### src/rtl/vm_video_page_engine_pkg.sv
// Shared definitions for the VM video-page opcodes: command encodings, page aliases,
// framebuffer geometry and the page-to-byte-address mapping.
package vm_video_page_engine_pkg;

  localparam int unsigned PAGE_BYTES = 32000;
  localparam int unsigned ADDR_W     = 17;
  localparam int unsigned OFF_W      = 15;

  localparam logic [OFF_W-1:0] OFF_LAST   = OFF_W'(PAGE_BYTES - 1);
  localparam logic [7:0]       PAGE_FRONT = 8'hFE;
  localparam logic [7:0]       PAGE_BACK  = 8'hFF;

  typedef enum logic [1:0] {
    OP_SELECT = 2'd0,
    OP_FILL   = 2'd1,
    OP_COPY   = 2'd2,
    OP_BLIT   = 2'd3
  } op_e;

  typedef enum logic [2:0] {
    ST_IDLE,
    ST_FILL,
    ST_COPY_RD,
    ST_COPY,
    ST_COPY_LAST
  } state_e;

  function automatic logic [ADDR_W-1:0] page_base(input logic [1:0] page);
    return ADDR_W'(page) * ADDR_W'(PAGE_BYTES);
  endfunction

endpackage

### src/rtl/vm_video_page_engine_if.sv
// CPU command handshake plus framebuffer RAM port of the video-page engine.
interface vm_video_page_engine_if;

  logic                                        cmd_valid;
  logic                                        cmd_ready;
  logic [1:0]                                  cmd_op;
  logic [7:0]                                  cmd_a;
  logic [7:0]                                  cmd_b;
  logic [vm_video_page_engine_pkg::ADDR_W-1:0] mem_raddr;
  logic [7:0]                                  mem_rdata;
  logic [vm_video_page_engine_pkg::ADDR_W-1:0] mem_waddr;
  logic [7:0]                                  mem_wdata;
  logic                                        mem_we;

  modport master (
    output cmd_valid, cmd_op, cmd_a, cmd_b, mem_rdata,
    input  cmd_ready, mem_raddr, mem_waddr, mem_wdata, mem_we
  );

  modport slave (
    input  cmd_valid, cmd_op, cmd_a, cmd_b, mem_rdata,
    output cmd_ready, mem_raddr, mem_waddr, mem_wdata, mem_we
  );

endinterface

### src/rtl/vm_video_page_engine_resolve.sv
// Maps a page operand to a physical page: 0xFE is the front page, 0xFF the back page,
// anything else uses its low two bits.
module vm_page_resolve
  import vm_video_page_engine_pkg::*;
(
  input  logic [7:0] i_page,
  input  logic [1:0] i_front,
  input  logic [1:0] i_back,
  output logic [1:0] o_page
);

  always_comb begin
    o_page = i_page[1:0];
    if (i_page == PAGE_FRONT) begin
      o_page = i_front;
    end else if (i_page == PAGE_BACK) begin
      o_page = i_back;
    end
  end

endmodule

### src/rtl/vm_video_page_engine.sv
// Executes select/fill/copy/blit video-page commands, owns the work/front/back pointers
// and streams fills and page copies into the external 4-page framebuffer RAM.
module vm_video_page_engine
  import vm_video_page_engine_pkg::*;
(
  input  logic                  clk,
  input  logic                  reset,
  vm_video_page_engine_if.slave bus,
  output logic [1:0]            front_page,
  output logic [1:0]            work_page,
  output logic                  blit_pulse
);

  state_e            r_state, w_state;
  logic [1:0]        r_work, w_work;
  logic [1:0]        r_front, w_front;
  logic [1:0]        r_back, w_back;
  logic [ADDR_W-1:0] r_raddr, w_raddr;
  logic [ADDR_W-1:0] r_waddr, w_waddr;
  logic [OFF_W-1:0]  r_off, w_off;
  logic [7:0]        r_fill, w_fill;
  logic              r_copy, w_copy;
  logic              r_we, w_we;
  logic              r_ready, w_ready;
  logic              r_blit, w_blit;
  logic [1:0]        w_res_a, w_res_b;

  vm_page_resolve u_res_a (
    .i_page  (bus.cmd_a),
    .i_front (r_front),
    .i_back  (r_back),
    .o_page  (w_res_a)
  );

  vm_page_resolve u_res_b (
    .i_page  (bus.cmd_b),
    .i_front (r_front),
    .i_back  (r_back),
    .o_page  (w_res_b)
  );

  always_comb begin
    w_state = r_state;
    w_work  = r_work;
    w_front = r_front;
    w_back  = r_back;
    w_raddr = r_raddr;
    w_waddr = r_waddr;
    w_off   = r_off;
    w_fill  = r_fill;
    w_copy  = r_copy;
    w_we    = r_we;
    w_ready = r_ready;
    w_blit  = 1'b0;
    case (r_state)
      ST_IDLE: begin
        w_we    = 1'b0;
        w_ready = 1'b1;
        if (bus.cmd_valid) begin
          case (op_e'(bus.cmd_op))
            OP_SELECT: w_work = w_res_a;
            OP_BLIT: begin
              w_blit = 1'b1;
              if (bus.cmd_a == PAGE_BACK) begin
                w_front = r_back;
                w_back  = r_front;
              end else if (bus.cmd_a != PAGE_FRONT) begin
                w_front = w_res_a;
              end
            end
            OP_FILL: begin
              w_state = ST_FILL;
              w_we    = 1'b1;
              w_ready = 1'b0;
              w_waddr = page_base(w_res_a);
              w_off   = '0;
              w_fill  = {bus.cmd_b[3:0], bus.cmd_b[3:0]};
              w_copy  = 1'b0;
            end
            OP_COPY: begin
              // Both pages are latched now; the destination address sits idle until COPY.
              w_state = ST_COPY_RD;
              w_ready = 1'b0;
              w_raddr = page_base(w_res_a);
              w_waddr = page_base(w_res_b);
              w_off   = '0;
              w_copy  = 1'b1;
            end
            default: w_state = ST_IDLE;
          endcase
        end
      end
      ST_FILL: begin
        if (r_off == OFF_LAST) begin
          w_state = ST_IDLE;
          w_we    = 1'b0;
          w_ready = 1'b1;
        end else begin
          w_off   = r_off + OFF_W'(1);
          w_waddr = r_waddr + ADDR_W'(1);
        end
      end
      ST_COPY_RD: begin
        w_state = ST_COPY;
        w_we    = 1'b1;
        w_raddr = r_raddr + ADDR_W'(1);
        w_off   = r_off + OFF_W'(1);
      end
      ST_COPY: begin
        // r_off tracks the read side; the write side trails it by one byte.
        w_waddr = r_waddr + ADDR_W'(1);
        if (r_off == OFF_LAST) begin
          w_state = ST_COPY_LAST;
        end else begin
          w_raddr = r_raddr + ADDR_W'(1);
          w_off   = r_off + OFF_W'(1);
        end
      end
      ST_COPY_LAST: begin
        w_state = ST_IDLE;
        w_we    = 1'b0;
        w_ready = 1'b1;
        w_copy  = 1'b0;
      end
      default: begin
        w_state = ST_IDLE;
        w_we    = 1'b0;
        w_ready = 1'b1;
      end
    endcase
  end

  always_ff @(posedge clk) begin
    if (!reset) begin
      r_state <= ST_IDLE;
      r_work  <= 2'd2;
      r_front <= 2'd2;
      r_back  <= 2'd1;
      r_raddr <= '0;
      r_waddr <= '0;
      r_off   <= '0;
      r_fill  <= '0;
      r_copy  <= 1'b0;
      r_we    <= 1'b0;
      r_ready <= 1'b1;
      r_blit  <= 1'b0;
    end else begin
      r_state <= w_state;
      r_work  <= w_work;
      r_front <= w_front;
      r_back  <= w_back;
      r_raddr <= w_raddr;
      r_waddr <= w_waddr;
      r_off   <= w_off;
      r_fill  <= w_fill;
      r_copy  <= w_copy;
      r_we    <= w_we;
      r_ready <= w_ready;
      r_blit  <= w_blit;
    end
  end

  // Copy data comes straight from the RAM's one-cycle read so write n pairs with read n.
  assign bus.mem_wdata = r_copy ? bus.mem_rdata : r_fill;
  assign bus.cmd_ready = r_ready;
  assign bus.mem_raddr = r_raddr;
  assign bus.mem_waddr = r_waddr;
  assign bus.mem_we    = r_we;
  assign front_page    = r_front;
  assign work_page     = r_work;
  assign blit_pulse    = r_blit;

endmodule

### src/flat_wrapper.sv
// flat-port wrapper written by rule: the top's interface ports become plain ports
module vm_video_page_engine_flat import vm_video_page_engine_pkg::*;
  (clk, reset, front_page, work_page, blit_pulse, bus_cmd_valid, bus_cmd_op, bus_cmd_a, bus_cmd_b, bus_mem_rdata, bus_cmd_ready, bus_mem_raddr, bus_mem_waddr, bus_mem_wdata, bus_mem_we);
  vm_video_page_engine_if bus_i ();
  input  logic clk;
  input  logic reset;
  output logic [1:0] front_page;
  output logic [1:0] work_page;
  output logic blit_pulse;
  input wire logic [$bits(bus_i.cmd_valid)-1:0] bus_cmd_valid;
  input wire logic [$bits(bus_i.cmd_op)-1:0] bus_cmd_op;
  input wire logic [$bits(bus_i.cmd_a)-1:0] bus_cmd_a;
  input wire logic [$bits(bus_i.cmd_b)-1:0] bus_cmd_b;
  input wire logic [$bits(bus_i.mem_rdata)-1:0] bus_mem_rdata;
  output wire logic [$bits(bus_i.cmd_ready)-1:0] bus_cmd_ready;
  output wire logic [$bits(bus_i.mem_raddr)-1:0] bus_mem_raddr;
  output wire logic [$bits(bus_i.mem_waddr)-1:0] bus_mem_waddr;
  output wire logic [$bits(bus_i.mem_wdata)-1:0] bus_mem_wdata;
  output wire logic [$bits(bus_i.mem_we)-1:0] bus_mem_we;
  assign bus_i.cmd_valid = bus_cmd_valid;
  assign bus_i.cmd_op = bus_cmd_op;
  assign bus_i.cmd_a = bus_cmd_a;
  assign bus_i.cmd_b = bus_cmd_b;
  assign bus_i.mem_rdata = bus_mem_rdata;
  assign bus_cmd_ready = bus_i.cmd_ready;
  assign bus_mem_raddr = bus_i.mem_raddr;
  assign bus_mem_waddr = bus_i.mem_waddr;
  assign bus_mem_wdata = bus_i.mem_wdata;
  assign bus_mem_we = bus_i.mem_we;
  vm_video_page_engine u_core (.clk(clk), .reset(reset), .bus(bus_i), .front_page(front_page), .work_page(work_page), .blit_pulse(blit_pulse));
endmodule
### config.mk
export PLATFORM = sky130hd
export DESIGN_NAME = vm_video_page_engine_flat
export DESIGN_NICKNAME = d
export VERILOG_FILES = /design/src/rtl/vm_video_page_engine_pkg.sv /design/src/rtl/vm_video_page_engine_if.sv /design/src/rtl/vm_video_page_engine_resolve.sv /design/src/rtl/vm_video_page_engine.sv /design/src/flat_wrapper.sv
export SDC_FILE = /design/constraint.sdc
export NUM_CORES = 1
export LEC_CHECK = 0
export BUFFER_PORTS_ARGS = -buffer_cell sky130_fd_sc_hd__buf_2
export CAP_MARGIN = 20
export CORE_MARGIN = 5
export CORE_UTILIZATION = 50
export DETAILED_ROUTE_END_ITERATION = 16
export GPL_TIMING_DRIVEN = 0
export PLACE_DENSITY_LB_ADDON = 0.08
export RECOVER_POWER = 50
export SLEW_MARGIN = 0
export SYNTH_ARGS = -nofsm -noshare
export SYNTH_HDL_FRONTEND = slang
export SYNTH_SLANG_ARGS = --single-unit
### constraint.sdc
create_clock -name clk -period 3.7 [get_ports clk]
set_input_delay 0.74 -clock clk [delete_from_list [all_inputs] [get_ports clk]]
set_output_delay 0.74 -clock clk [all_outputs]
set_load 0.02 [all_outputs]
==> report_table.html <==
<table>
<tr><th>Metric</th><th>Value</th></tr>
<tr><th colspan="2">Status</th></tr>
<tr><td>Result of the run</td><td>complete, no violations</td></tr>
<tr><th colspan="2">Clock tree</th></tr>
<tr><td>Cts bufs inserted</td><td>9</td></tr>
<tr><td>Clock latency at the later pin of the worst-skew pair</td><td>approximately 0.35 ns</td></tr>
<tr><td>Clock root buffer</td><td>sky130_fd_sc_hd__clkbuf_8</td></tr>
<tr><td>Clock input transition at the sequential cells of the worst setup and hold paths</td><td>roughly 0.080 ns</td></tr>
<tr><td>Hold_buf cts</td><td>0</td></tr>
<tr><td>Post-cts gate resize count</td><td>0</td></tr>
<tr><td>Level count of the clock H-tree</td><td>3</td></tr>
<tr><td>Largest buffer count on any clock path</td><td>2</td></tr>
<tr><td>Clock tree from TritonCTS</td><td>done</td></tr>
<tr><td>CTS Sinks</td><td>66</td></tr>
<tr><td>Setup Fix Bufs, Post-CTS</td><td>0</td></tr>
<tr><th colspan="2">Global routing</th></tr>
<tr><td>Met2 usage</td><td>0.337</td></tr>
<tr><td>GR Util met1</td><td>0.289</td></tr>
<tr><td>Combined global-route utilization of all metal layers</td><td>0.214</td></tr>
<tr><td>Global route total overflow</td><td>0</td></tr>
<tr><td>Vias in the first global route</td><td>3615</td></tr>
<tr><td>Maximum number of pins on one net before global-route repair</td><td>13</td></tr>
<tr><td>First-pass GRT wire length</td><td>~17000 µm</td></tr>
<tr><td>Global routing usage on met3</td><td>0.0410</td></tr>
<tr><td>Grt peak-use layer</td><td>met2</td></tr>
<tr><td>Antenna violations before repair</td><td>0</td></tr>
<tr><th colspan="2">Worst setup path</th></tr>
<tr><td>Crit path max fanout</td><td>6</td></tr>
<tr><td>Kind of capture point of the worst setup path</td><td>flop</td></tr>
<tr><td>Element type at the critical path start</td><td>primary input</td></tr>
<tr><td>Required time reported for the critical path endpoint</td><td>between 3 and 4 ns</td></tr>
<tr><td>Arr. time, crit path</td><td>approximately 3.4 ns</td></tr>
<tr><td>Worst reg-to-reg path cell count</td><td>8</td></tr>
<tr><td>Critical path type</td><td>primary input to flop</td></tr>
<tr><th colspan="2">Final layout</th></tr>
<tr><td>Share of final-layout standard cells stronger than drive strength 1</td><td>0.146</td></tr>
<tr><td>Area added between synthesis and finish</td><td>17.0%</td></tr>
<tr><td>Nets</td><td>618</td></tr>
<tr><td>Utilization of the core after routing</td><td>0.596</td></tr>
<tr><td>Count of inserted antenna diode cells</td><td>0</td></tr>
<tr><td>Number of standard cells in the layout, taps in and fillers out</td><td>slightly below 700</td></tr>
<tr><th colspan="2">Yosys</th></tr>
<tr><td>Yosys top cell area share</td><td>0.338</td></tr>
<tr><td>Nets in the synthesized netlist</td><td>roughly 530</td></tr>
<tr><td>Share of synthesized area occupied by flip-flops and latches</td><td>0.338</td></tr>
<tr><td>Count of synthesis-stage warnings from yosys</td><td>0</td></tr>
<tr><td>Netlist Area Pre-Place</td><td>just under 4000 µm²</td></tr>
<tr><td>Top_reg_cell synth</td><td>sky130_fd_sc_hd__dfxtp_1</td></tr>
<tr><td>Mean cell area of the mapped netlist</td><td>around 8 µm²</td></tr>
<tr><td>Number of distinct library cell variants in the gate-level netlist after synthesis</td><td>74</td></tr>
<tr><td>Synth async-reset ratio</td><td>0</td></tr>
<tr><td>Top post-synthesis cells by area</td><td>sky130_fd_sc_hd__dfxtp_1 34%, sky130_fd_sc_hd__nand2_1 5.9%, sky130_fd_sc_hd__a21oi_1 5.5%</td></tr>
<tr><td>Count of flip-flops with a built-in enable after synthesis</td><td>0</td></tr>
<tr><td>Number of register bits inferred by synthesis</td><td>66</td></tr>
<tr><td>Synth Instances</td><td>a little under 500</td></tr>
<tr><td>Dominant cell type by area after synthesis</td><td>sky130_fd_sc_hd__dfxtp_1</td></tr>
<tr><th colspan="2">Floorplanning</th></tr>
<tr><td>Die outline area</td><td>9700 µm²</td></tr>
<tr><td>Die outline width</td><td>just under 100 µm</td></tr>
<tr><td>Core Footprint</td><td>7690 µm²</td></tr>
<tr><td>I/O pin count</td><td>78</td></tr>
<tr><td>Count of standard-cell rows</td><td>32</td></tr>
<tr><td>Initial cell density of the core</td><td>0.509</td></tr>
<tr><td>Chip Height</td><td>approximately 98 µm</td></tr>
<tr><th colspan="2">STA</th></tr>
<tr><td>Final hold viol count</td><td>0</td></tr>
<tr><td>Aggregate negative setup slack</td><td>0 ns</td></tr>
<tr><td>Slew @ Worst Pin</td><td>~0.76 ns</td></tr>
<tr><td>Period utilization</td><td>0.837</td></tr>
<tr><td>Final clock skew</td><td>0.0102 ns</td></tr>
<tr><td>Time the final worst path needs with I/O delays and setup</td><td>about 3.1 ns</td></tr>
<tr><td>Max Clk Rate</td><td>323 MHz</td></tr>
<tr><td>Worst rel slew slack</td><td>0.490</td></tr>
<tr><td>Setup repair after global routing missed its margin</td><td>false</td></tr>
<tr><td>Pins Over Slew Limit</td><td>0</td></tr>
<tr><td>Final setup violation count</td><td>0</td></tr>
<tr><th colspan="2">Routing</th></tr>
<tr><td>Final WL</td><td>about 11000 µm</td></tr>
<tr><td>Routed vias</td><td>around 3900</td></tr>
<tr><td>Mean number of vias per cell</td><td>5.77</td></tr>
<tr><td>Iteration count of the initial detailed-routing pass</td><td>5</td></tr>
<tr><td>DRT antenna net count</td><td>0</td></tr>
<tr><td>Initial DRC count</td><td>about 260</td></tr>
<tr><td>Number of design rule violations left after detail routing</td><td>0</td></tr>
<tr><td>Per-cell routed wire length</td><td>roughly 15 µm</td></tr>
<tr><th colspan="2">Min path</th></tr>
<tr><td>HP Class</td><td>flop to flop</td></tr>
<tr><td>Number of stages on the worst hold path</td><td>2</td></tr>
<tr><th colspan="2">Placed design</th></tr>
<tr><td>Placer's final routability congestion estimate</td><td>around 0.82</td></tr>
<tr><td>Half-perimeter wire length after detailed placement</td><td>between 7000 and 8000 µm</td></tr>
<tr><td># port buffers</td><td>76</td></tr>
<tr><td># placed instances</td><td>approximately 670</td></tr>
<tr><th colspan="2">Job</th></tr>
<tr><td>MaxCap Viol Count</td><td>0</td></tr>
<tr><th colspan="2">Pwr</th></tr>
<tr><td>P_leak</td><td>between 0.0015 and 0.002 µW</td></tr>
<tr><td>Max VDD drop</td><td>approximately 0.30 mV</td></tr>
<tr><td>Power density relative to cell area</td><td>387 nW/µm²</td></tr>
</table>
==> cells in the final DEF, fill, tap and decap left out, types with 8 or more instances in the layout <==
master and instances:
sky130_fd_sc_hd__o211ai_1 10, sky130_fd_sc_hd__nor2_1 43, sky130_fd_sc_hd__clkbuf_8 10, sky130_fd_sc_hd__nand4_1 12, sky130_fd_sc_hd__clkbuf_1 53, sky130_fd_sc_hd__buf_2 40, sky130_fd_sc_hd__a21oi_1 43, sky130_fd_sc_hd__xnor2_1 11
sky130_fd_sc_hd__o31ai_1 9, sky130_fd_sc_hd__nand3_1 20, sky130_fd_sc_hd__and3_1 8, sky130_fd_sc_hd__dfxtp_1 66, sky130_fd_sc_hd__nand2_1 61, sky130_fd_sc_hd__inv_1 18, sky130_fd_sc_hd__nor3_1 9, sky130_fd_sc_hd__o21ai_0 30
sky130_fd_sc_hd__ha_1 13
==> cells in the mapped netlist, drive strengths merged (4+ instances only) <==
master,count
inv,19
and2,5
buf,15
nor3,10
or3,6
a2111oi,7
o21ai,32
and3,8
nand2,61
a211oi,6
xor2,5
o31ai,9
dfxtp,66
o211ai,10
clkbuf,8
nand2b,7
nor2,43
nand4,14
mux2i,4
a21oi,45
a31oi,7
nor4,6
or4,5
ha,13
nand3,20
xnor2,11
a21o,4
==> kinds of logic (layout without fill, tap and decap cells) <==
kind of cell / Yosys count / count (layout) / synth area share
simple gates: 206 / 206 / 0.279
compound gates: 140 / 140 / 0.239
flops: 66 / 66 / 0.338
buf+inv: 42 / 134 / 0.0511
xor+xnor: 16 / 16 / 0.0358
fa+ha+maj: 13 / 13 / 0.0416
mux: 6 / 6 / 0.0160
==> report_power, final <==
group	switching [µW]	total, µW	internal [µW]
Combinational	197	297	100
Clock	301	699	399
Sequential	34.1	774	740
Total	532	1770	1240
==> metal layers <==
layer / wire length [µm] / up-vias
met3: 634 / 15
met4: 220 / 0
met2: 4790 / 119
met1: 4930 / 1833
li1: - / 1972
met5: 0 / -
==> path summary, 6_finish.rpt <==
| path | start | to | slack (ns) |
|---|---|---|---|
| min | u_core.r_fill[3]$_SDFFE_PN0P_ | u_core.r_fill[3]$_SDFFE_PN0P_ | 0.46 |
| min reg2reg | u_core.r_fill[3]$_SDFFE_PN0P_ | u_core.r_fill[3]$_SDFFE_PN0P_ | 0.46 |
| max | bus_cmd_a[1] | u_core.bus.mem_waddr[12]$_SDFFE_PN0P_ | 0.60 |
| max reg2reg | u_core.r_back[1]$_SDFFE_PN0P_ | u_core.bus.mem_waddr[12]$_SDFFE_PN0P_ | 1.23 |
==> metrics by stage <==
step           area, µm²  power (µW)  setup WS (ns)  hold WS (ns)
2_1_floorplan       3910         986           1.13         0.437
3_3_place_gp        4420        1080          0.436         0.445
3_5_place_dp        4420        1090          0.315         0.448
4_1_cts             4650        1790          0.668         0.459
5_1_grt             4580        1850          0.414         0.489
6_report            4580        1770          0.604         0.456
==> layout make-up <==
type	instances	area (µm²)
fillers	777	3110
multi-input cells	381	2390
flip-flops and latches	66	1320
repair buffers	76	329
clock buffers	10	138
well taps	102	128
plain buffers	23	115
clock inverters	6	90.1
inverters	19	71.3
==> flip-flops by register name (all words and copies together) (netlist names) <==
signal and cells:
u_core.bus.cmd_ready 1, u_core.work_page 2, u_core.r_back 2, u_core.r_state 3
u_core.r_fill 4, u_core.bus.mem_we 1, u_core.bus.mem_waddr 17, u_core.front_page 2
u_core.blit_pulse 1, u_core.bus.mem_raddr 17, u_core.r_copy 1, u_core.r_off 15
==> worst max-delay path, stage by stage <==
cell and delay (ns):
sky130_fd_sc_hd__buf_2 0.10, sky130_fd_sc_hd__nand4_2 0.15, sky130_fd_sc_hd__or2_2 0.37, sky130_fd_sc_hd__o21ai_0 0.63
sky130_fd_sc_hd__inv_1 0.15, sky130_fd_sc_hd__ha_1 0.27, sky130_fd_sc_hd__nor2b_1 0.16, sky130_fd_sc_hd__a211oi_1 0.46
sky130_fd_sc_hd__o21ai_0 0.18, sky130_fd_sc_hd__a21oi_1 0.16
(Power assumes the default switching activity.)
